## src/rtl/cbfp_min_tree_acc.sv

```systemverilog
// -----------------------------------------------------------------------------
// cbfp_min_tree_acc
// Leading-zero-count minimum reducer for the CBFP (block floating point) FFT
// stages. Each beat, NUM_IN LZC lanes are reduced through a pipelined binary
// min tree. The running minimum is then accumulated over a multi-beat block,
// and one registered result is emitted per block.
//
// Optional feature, macro CBFP_MIN_ARGMIN_EN:
//   defined   - the lane and beat (0-based) of the block minimum are tracked
//               and reported on arg_lane / arg_beat.
//   undefined - no index logic is built; arg_lane / arg_beat read 0.
//
// Ports:
//   clk        rising-edge clock
//   rstn       asynchronous active-low reset
//   en         global advance enable; low freezes every register
//   in_valid   beat valid
//   in_last    last beat of block (qualified by in_valid)
//   min_in     NUM_IN lanes of LZC_WIDTH-bit LZC values
//   out_valid  one-cycle (en-qualified) block result strobe
//   min_out    block minimum LZC
//   beat_cnt   number of beats in the reported block
//   out_ovf    block was closed by reaching MAX_BEATS rather than by in_last
//   arg_lane   lane of the winning value
//   arg_beat   beat of the winning value
// -----------------------------------------------------------------------------
module cbfp_min_tree_acc #(
   parameter  int LZC_WIDTH  = 5,
   parameter  int NUM_IN     = 8,
   parameter  int PIPE_EVERY = 2,
   parameter  int MAX_BEATS  = 16,
   localparam int LANE_W     = $clog2(NUM_IN),
   localparam int CNT_W      = $clog2(MAX_BEATS + 1),
   localparam int BEAT_W     = (MAX_BEATS > 1) ? $clog2(MAX_BEATS) : 1
) (
   input  logic                 clk,
   input  logic                 rstn,
   input  logic                 en,
   input  logic                 in_valid,
   input  logic                 in_last,
   input  logic [LZC_WIDTH-1:0] min_in [NUM_IN],
   output logic                 out_valid,
   output logic [LZC_WIDTH-1:0] min_out,
   output logic [CNT_W-1:0]     beat_cnt,
   output logic                 out_ovf,
   output logic [LANE_W-1:0]    arg_lane,
   output logic [BEAT_W-1:0]    arg_beat
);

   localparam int L = $clog2(NUM_IN);

   localparam logic [0:0] S_IDLE = 1'b0;   // no partial block open
   localparam logic [0:0] S_ACC  = 1'b1;   // partial block open

   // ---------------------------------------------------------------------------
   // Min tree. Level 0 is the input lanes; level gl holds NUM_IN>>gl nodes.
   // A level is registered when it is a multiple of PIPE_EVERY and is not the
   // final level. Valid/last ride along with the data through every register.
   // ---------------------------------------------------------------------------
   for (genvar gl = 0; gl <= L; gl++) begin : g_lvl
      localparam int N = NUM_IN >> gl;
      logic [LZC_WIDTH-1:0] w_val [N];
`ifdef CBFP_MIN_ARGMIN_EN
      logic [LANE_W-1:0]    w_lane [N];
`endif
      logic                 w_vld;
      logic                 w_last;

      if (gl == 0) begin : g_src
         for (genvar gj = 0; gj < N; gj++) begin : g_lane
            assign w_val[gj]  = min_in[gj];
`ifdef CBFP_MIN_ARGMIN_EN
            assign w_lane[gj] = LANE_W'(gj);
`endif
         end
         assign w_vld  = in_valid;
         assign w_last = in_last;
      end else begin : g_node
         localparam bit IS_REG = ((gl % PIPE_EVERY) == 0) && (gl < L);

         for (genvar gj = 0; gj < N; gj++) begin : g_cmp
            logic [LZC_WIDTH-1:0] w_a, w_b, w_min;
            logic                 w_sel_b;
            assign w_a     = g_lvl[gl-1].w_val[2*gj];
            assign w_b     = g_lvl[gl-1].w_val[2*gj+1];
            // Strict compare: on a tie the lower-lane operand (a) wins.
            assign w_sel_b = (w_b < w_a);
            assign w_min   = w_sel_b ? w_b : w_a;
`ifdef CBFP_MIN_ARGMIN_EN
            logic [LANE_W-1:0] w_lmin;
            assign w_lmin = w_sel_b ? g_lvl[gl-1].w_lane[2*gj+1]
                                    : g_lvl[gl-1].w_lane[2*gj];
`endif
            if (IS_REG) begin : g_reg
               logic [LZC_WIDTH-1:0] r_min;
`ifdef CBFP_MIN_ARGMIN_EN
               logic [LANE_W-1:0]    r_lane;
`endif
               // NOTE: non-blocking assignments in every clocked block, so all
               // registers sample pre-edge values regardless of block order.
               always_ff @(posedge clk or negedge rstn) begin
                  if (!rstn) begin
                     r_min  <= '0;
`ifdef CBFP_MIN_ARGMIN_EN
                     r_lane <= '0;
`endif
                  end else if (en) begin
                     r_min  <= w_min;
`ifdef CBFP_MIN_ARGMIN_EN
                     r_lane <= w_lmin;
`endif
                  end
               end
               assign w_val[gj]  = r_min;
`ifdef CBFP_MIN_ARGMIN_EN
               assign w_lane[gj] = r_lane;
`endif
            end else begin : g_comb
               assign w_val[gj]  = w_min;
`ifdef CBFP_MIN_ARGMIN_EN
               assign w_lane[gj] = w_lmin;
`endif
            end
         end

         if (IS_REG) begin : g_ctl_reg
            logic r_vld, r_last;
            always_ff @(posedge clk or negedge rstn) begin
               if (!rstn) begin
                  r_vld  <= 1'b0;
                  r_last <= 1'b0;
               end else if (en) begin
                  r_vld  <= g_lvl[gl-1].w_vld;
                  r_last <= g_lvl[gl-1].w_last;
               end
            end
            assign w_vld  = r_vld;
            assign w_last = r_last;
         end else begin : g_ctl_comb
            assign w_vld  = g_lvl[gl-1].w_vld;
            assign w_last = g_lvl[gl-1].w_last;
         end
      end
   end

   // ---------------------------------------------------------------------------
   // Block accumulator
   // ---------------------------------------------------------------------------
   logic [LZC_WIDTH-1:0] w_beat_min, w_next_acc;
   logic                 w_beat_vld, w_beat_last;
   logic                 w_take_new, w_forced, w_close;
   logic [CNT_W-1:0]     w_next_cnt;

   logic [0:0]           r_state;
   logic [LZC_WIDTH-1:0] r_acc;
   logic [CNT_W-1:0]     r_cnt;
   logic                 r_out_valid;
   logic [LZC_WIDTH-1:0] r_min_out;
   logic [CNT_W-1:0]     r_beat_cnt;
   logic                 r_ovf;

   assign w_beat_min  = g_lvl[L].w_val[0];
   assign w_beat_vld  = g_lvl[L].w_vld;
   assign w_beat_last = g_lvl[L].w_last;

   // A fresh block always takes the beat; an open block keeps acc on ties so
   // the earliest beat holding the minimum is the one reported.
   assign w_take_new = (r_state == S_IDLE) || (w_beat_min < r_acc);
   assign w_next_acc = w_take_new ? w_beat_min : r_acc;
   assign w_next_cnt = (r_state == S_IDLE) ? CNT_W'(1) : r_cnt + CNT_W'(1);
   assign w_forced   = !w_beat_last && (w_next_cnt == CNT_W'(MAX_BEATS));
   assign w_close    = w_beat_vld && (w_beat_last || w_forced);

   // NOTE: every register, outputs included, clears on the asynchronous reset,
   // so an open partial block is dropped and the outputs read 0 at once.
   always_ff @(posedge clk or negedge rstn) begin
      if (!rstn) begin
         r_state     <= S_IDLE;
         r_acc       <= '0;
         r_cnt       <= '0;
         r_out_valid <= 1'b0;
         r_min_out   <= '0;
         r_beat_cnt  <= '0;
         r_ovf       <= 1'b0;
      end else if (en) begin
         r_out_valid <= w_close;
         if (w_beat_vld) begin
            if (w_close) begin
               r_state    <= S_IDLE;
               r_min_out  <= w_next_acc;
               r_beat_cnt <= w_next_cnt;
               r_ovf      <= w_forced;
            end else begin
               r_state <= S_ACC;
               r_acc   <= w_next_acc;
               r_cnt   <= w_next_cnt;
            end
         end
      end
   end

   assign out_valid = r_out_valid;
   assign min_out   = r_min_out;
   assign beat_cnt  = r_beat_cnt;
   assign out_ovf   = r_ovf;

`ifdef CBFP_MIN_ARGMIN_EN
   logic [LANE_W-1:0] w_next_lane, r_acc_lane, r_arg_lane;
   logic [BEAT_W-1:0] w_next_beat, r_acc_beat, r_arg_beat;

   // In an open block r_cnt equals the 0-based index of the current beat.
   assign w_next_lane = w_take_new ? g_lvl[L].w_lane[0] : r_acc_lane;
   assign w_next_beat = (r_state == S_IDLE) ? '0
                      : (w_take_new ? BEAT_W'(r_cnt) : r_acc_beat);

   always_ff @(posedge clk or negedge rstn) begin
      if (!rstn) begin
         r_acc_lane <= '0;
         r_acc_beat <= '0;
         r_arg_lane <= '0;
         r_arg_beat <= '0;
      end else if (en && w_beat_vld) begin
         if (w_close) begin
            r_arg_lane <= w_next_lane;
            r_arg_beat <= w_next_beat;
         end else begin
            r_acc_lane <= w_next_lane;
            r_acc_beat <= w_next_beat;
         end
      end
   end

   assign arg_lane = r_arg_lane;
   assign arg_beat = r_arg_beat;
`else
   assign arg_lane = '0;
   assign arg_beat = '0;
`endif

endmodule

```

## config.mk

```make
export PLATFORM = sky130hd
export DESIGN_NAME = cbfp_min_tree_acc
export DESIGN_NICKNAME = d
export VERILOG_FILES = /design/src/rtl/cbfp_min_tree_acc.sv
export SDC_FILE = /design/constraint.sdc
export NUM_CORES = 1
export LEC_CHECK = 0
export ABC_AREA = 1
export CORE_ASPECT_RATIO = 0.7
export CORE_MARGIN = 5
export CORE_UTILIZATION = 35
export DETAILED_ROUTE_END_ITERATION = 7
export SETUP_SLACK_MARGIN = 0.05
export SLEW_MARGIN = 30
export SYNTH_ARGS = -nofsm -noshare
export SYNTH_HDL_FRONTEND = slang
export SYNTH_SLANG_ARGS = --single-unit
```

## constraint.sdc

```tcl
create_clock -name clk -period 3.3 [get_ports clk]
set_input_delay 0.66 -clock clk [delete_from_list [all_inputs] [get_ports clk]]
set_output_delay 0.66 -clock clk [all_outputs]
set_load 0.02 [all_outputs]
```

==> metrics <==
outcome completed; routed wire length 6.97 mm; Avg Inst Size Synth 6.85 µm²; Routability Congestion 0.842; Die W 119 µm; drc violations 0; Tmin final 3090 ps; crit path kind input port to flop; drt wl/cell 11.3 µm; post-route ant nets 0; Clock Power Share 19.7%; Cells after Synth 426; Die Height 86.4 µm; Antenna diodes 0; max-cap viol count 0; Layout area overhead 39.8%; layout cells sized above 1 14.7%; IO Count 64; fin. max-slew vios 0; PnR Total Power 2.26 mW; Worst path slowest cell clkdlybuf4s50_1; Startpoint Class input port; nature of the critical path endpoint flop; Internal 1.34 mW; mapped cell area 0.00292 mm²; VDD IR max 0.000230 V; worst-path cell chain clkdlybuf4s50_1 > inv_1 > ha_1 > a21oi_1 > nand3_2 > nand2_1 > o21ai_0 > buf_4 > ha_1 > nand2_1 > nor2_1 > a211oi_2 > buf_4 > nand3_1 > nand3_1 > nand2_1; Sw Pwr 920 µW; root buffer cell clkbuf_16; first-pass GRT wire length 11.6 mm; hpwl dp 5.36 mm; starting DRC count in detailed routing 88; register share of total power 28.7%; achievable frequency 323 MHz; Fin. Hold Viols 0; register area 876 µm²; flops & latches, synth 35; Max clock buf depth 2; die footprint 0.0103 mm²; Leak 2.20 nW; RSZ-0062 raised after global routing no; Setup violations, final 0; Seq/Total Area, Yosys 30.0%; core area 0.00801 mm²; CP peak stage delay 450 ps; vias 2850; Worst-Skew Late Latency 280 ps; Hold Path Class flop to flop; sw frac 40.7%; Clock Skew 7.11 ps; GRT Util Overall 13.4%; Syn. warnings 0; CTS tree built; worst endpoint data arrival time 3270 ps; Util after Layout 50.9%; multi-input logic area 0.00186 mm²; Yosys cell types 29; vias in the first global route 2704; fill count 779; Port Buf Inserts 56; fin nets 595; Min Hold Slack 460 ps; Tcrit/Tclk final 93.7%; clock buffer count from CTS 5; CP required 3470 ps; most common cell after layout, fill and taps aside nand2_1; Vias/cell 4.60; CTS HTree Levels 2; initial antenna violation count 0; DRT Pass-1 Iters 4; cell mode on critical path nand2_1; clk sinks 35; grt ovf 0; Logic pwr share 51.6%; starting density of the core 36.4%; largest net degree at the start of global routing 36; row count 27; power per cell area 555 mW/mm²; commonest cells after routing, fill and taps aside 149 x nand2_1, 71 x inv_1, 54 x clkdlybuf4s50_1; CP Max Fanout 5; clk slew on worst S/H paths 50 ps
## flip-flops by register name (all words and copies together) (netlist names)
register and count:
out_ovf 1, min_out 5, out_valid 1, r_state 1, g_lvl.g_node.g_ctl_reg.r_vld 1, r_cnt 5, g_lvl.g_node.g_cmp.g_reg.r_min 10, beat_cnt 5
g_lvl.g_node.g_ctl_reg.r_last 1, r_acc 5
## cell families (layout without fill, tap and decap cells)
| group | after synthesis | in the layout | share of synthesized area, % |
|---|---|---|---|
| compound gates | 50 | 50 | 9.78 |
| buf+inv | 86 | 169 | 12.7 |
| simple gates | 221 | 224 | 33.2 |
| flops | 35 | 35 | 30.0 |
| other cells | 1 | 7 | 0.129 |
| fa+ha+maj | 33 | 33 | 14.2 |
## repair_timing
action | CTS | global route
pin swaps | 0 | 10
gates resized for setup | 2 | 33
gates cloned | 0 | 3
hold buffers | 0 | 0
setup endpoints to repair | 5 | 10
buffers inserted | 0 | 1
## stage by stage
step	std cells	setup WS, ps	area, µm²	TNS (ps)
floorplan	432	391	2940	0
global placement	607	-187	3760	-1460
detailed placement	607	-284	3760	-2150
CTS	615	106	3900	0
global route	619	6.49	4080	0
finish	619	207	4080	0
## layout make-up
| class | instances | share of cell area (%) |
|---|---|---|
| multi-input cells | 314 | 45.6 |
| repair buffers | 87 | 19.6 |
| clock buffers | 7 | 3.25 |
| well taps | 101 | 3.10 |
| clock inverters | 1 | 0.123 |
| flip-flops and latches | 35 | 21.5 |
| inverters | 74 | 6.88 |
## power groups by stage
stage          Sequential [mW]  Combinational (mW)  Clock, mW
2_1_floorplan            0.684               0.704          0
3_5_place_dp             0.653                1.11          0
3_3_place_gp             0.651                1.09          0
4_1_cts                  0.648                1.12      0.461
5_1_grt                  0.668                1.35      0.479
6_report                 0.649                1.17      0.446
## final timing paths
kind / from / endpoint / slack, ps / cells after the start
min in group asynchronous: rstn / min_out[2]$_DFFE_PN0P_ / 790 / 2
min: g_lvl[2].g_node.g_ctl_reg.r_last$_DFFE_PN0P_ / out_ovf$_DFFE_PN0P_ / 460 / 1
max: min_in[39] / g_lvl[2].g_node.g_cmp[0].g_reg.r_min[0]$_DFFE_PN0P_ / 210 / 16
max reg2reg: g_lvl[2].g_node.g_cmp[0].g_reg.r_min[4]$_DFFE_PN0P_ / min_out[0]$_DFFE_PN0P_ / 430 / 14
min reg2reg: g_lvl[2].g_node.g_ctl_reg.r_last$_DFFE_PN0P_ / out_ovf$_DFFE_PN0P_ / 460 / 1
max in group asynchronous: rstn / g_lvl[2].g_node.g_cmp[1].g_reg.r_min[1]$_DFFE_PN0P_ / 2190 / 2
## metal layers
layer | vias up | global-route usage [%] | wire (µm)
li1 | 1530 | - | -
met1 | 1261 | 17.7 | 3400
met2 | 45 | 21.4 | 3130
met3 | 14 | 2.87 | 300
met4 | 0 | 5.57 | 140
met5 | - | 0 | 0
## cells in the mapped netlist
master,instances,share of area (%)
nand3_2,6,2.1
o21ai_0,20,3.4
nand2_1,155,20
nand2_4,2,0.77
clkbuf_1,1,0.13
nand4_1,3,0.64
inv_4,1,0.21
a211oi_1,3,0.77
o21ai_1,6,1.0
inv_1,72,9.3
nor3_1,2,0.34
conb_1,1,0.13
nor2_1,10,1.3
dfrtp_1,35,30
o21ai_2,2,0.60
nand3_1,37,6.3
a21oi_1,11,1.9
ha_1,33,14
nor2_2,1,0.21
nand2_2,3,0.64
o31ai_1,1,0.26
and2_1,1,0.21
buf_4,8,2.1
o21a_1,6,1.5
clkinv_1,1,0.13
o21bai_1,1,0.26
nor2_8,1,0.69
buf_6,2,0.77
buf_2,1,0.17
## critical path, delay by kind of cell
kind / cells / cell delay, ps
compound gates: 3 / 570
fa+ha+maj: 2 / 600
buf+inv: 4 / 820
simple gates: 7 / 620
No activity file was read; power rests on OpenSTA's default activity.
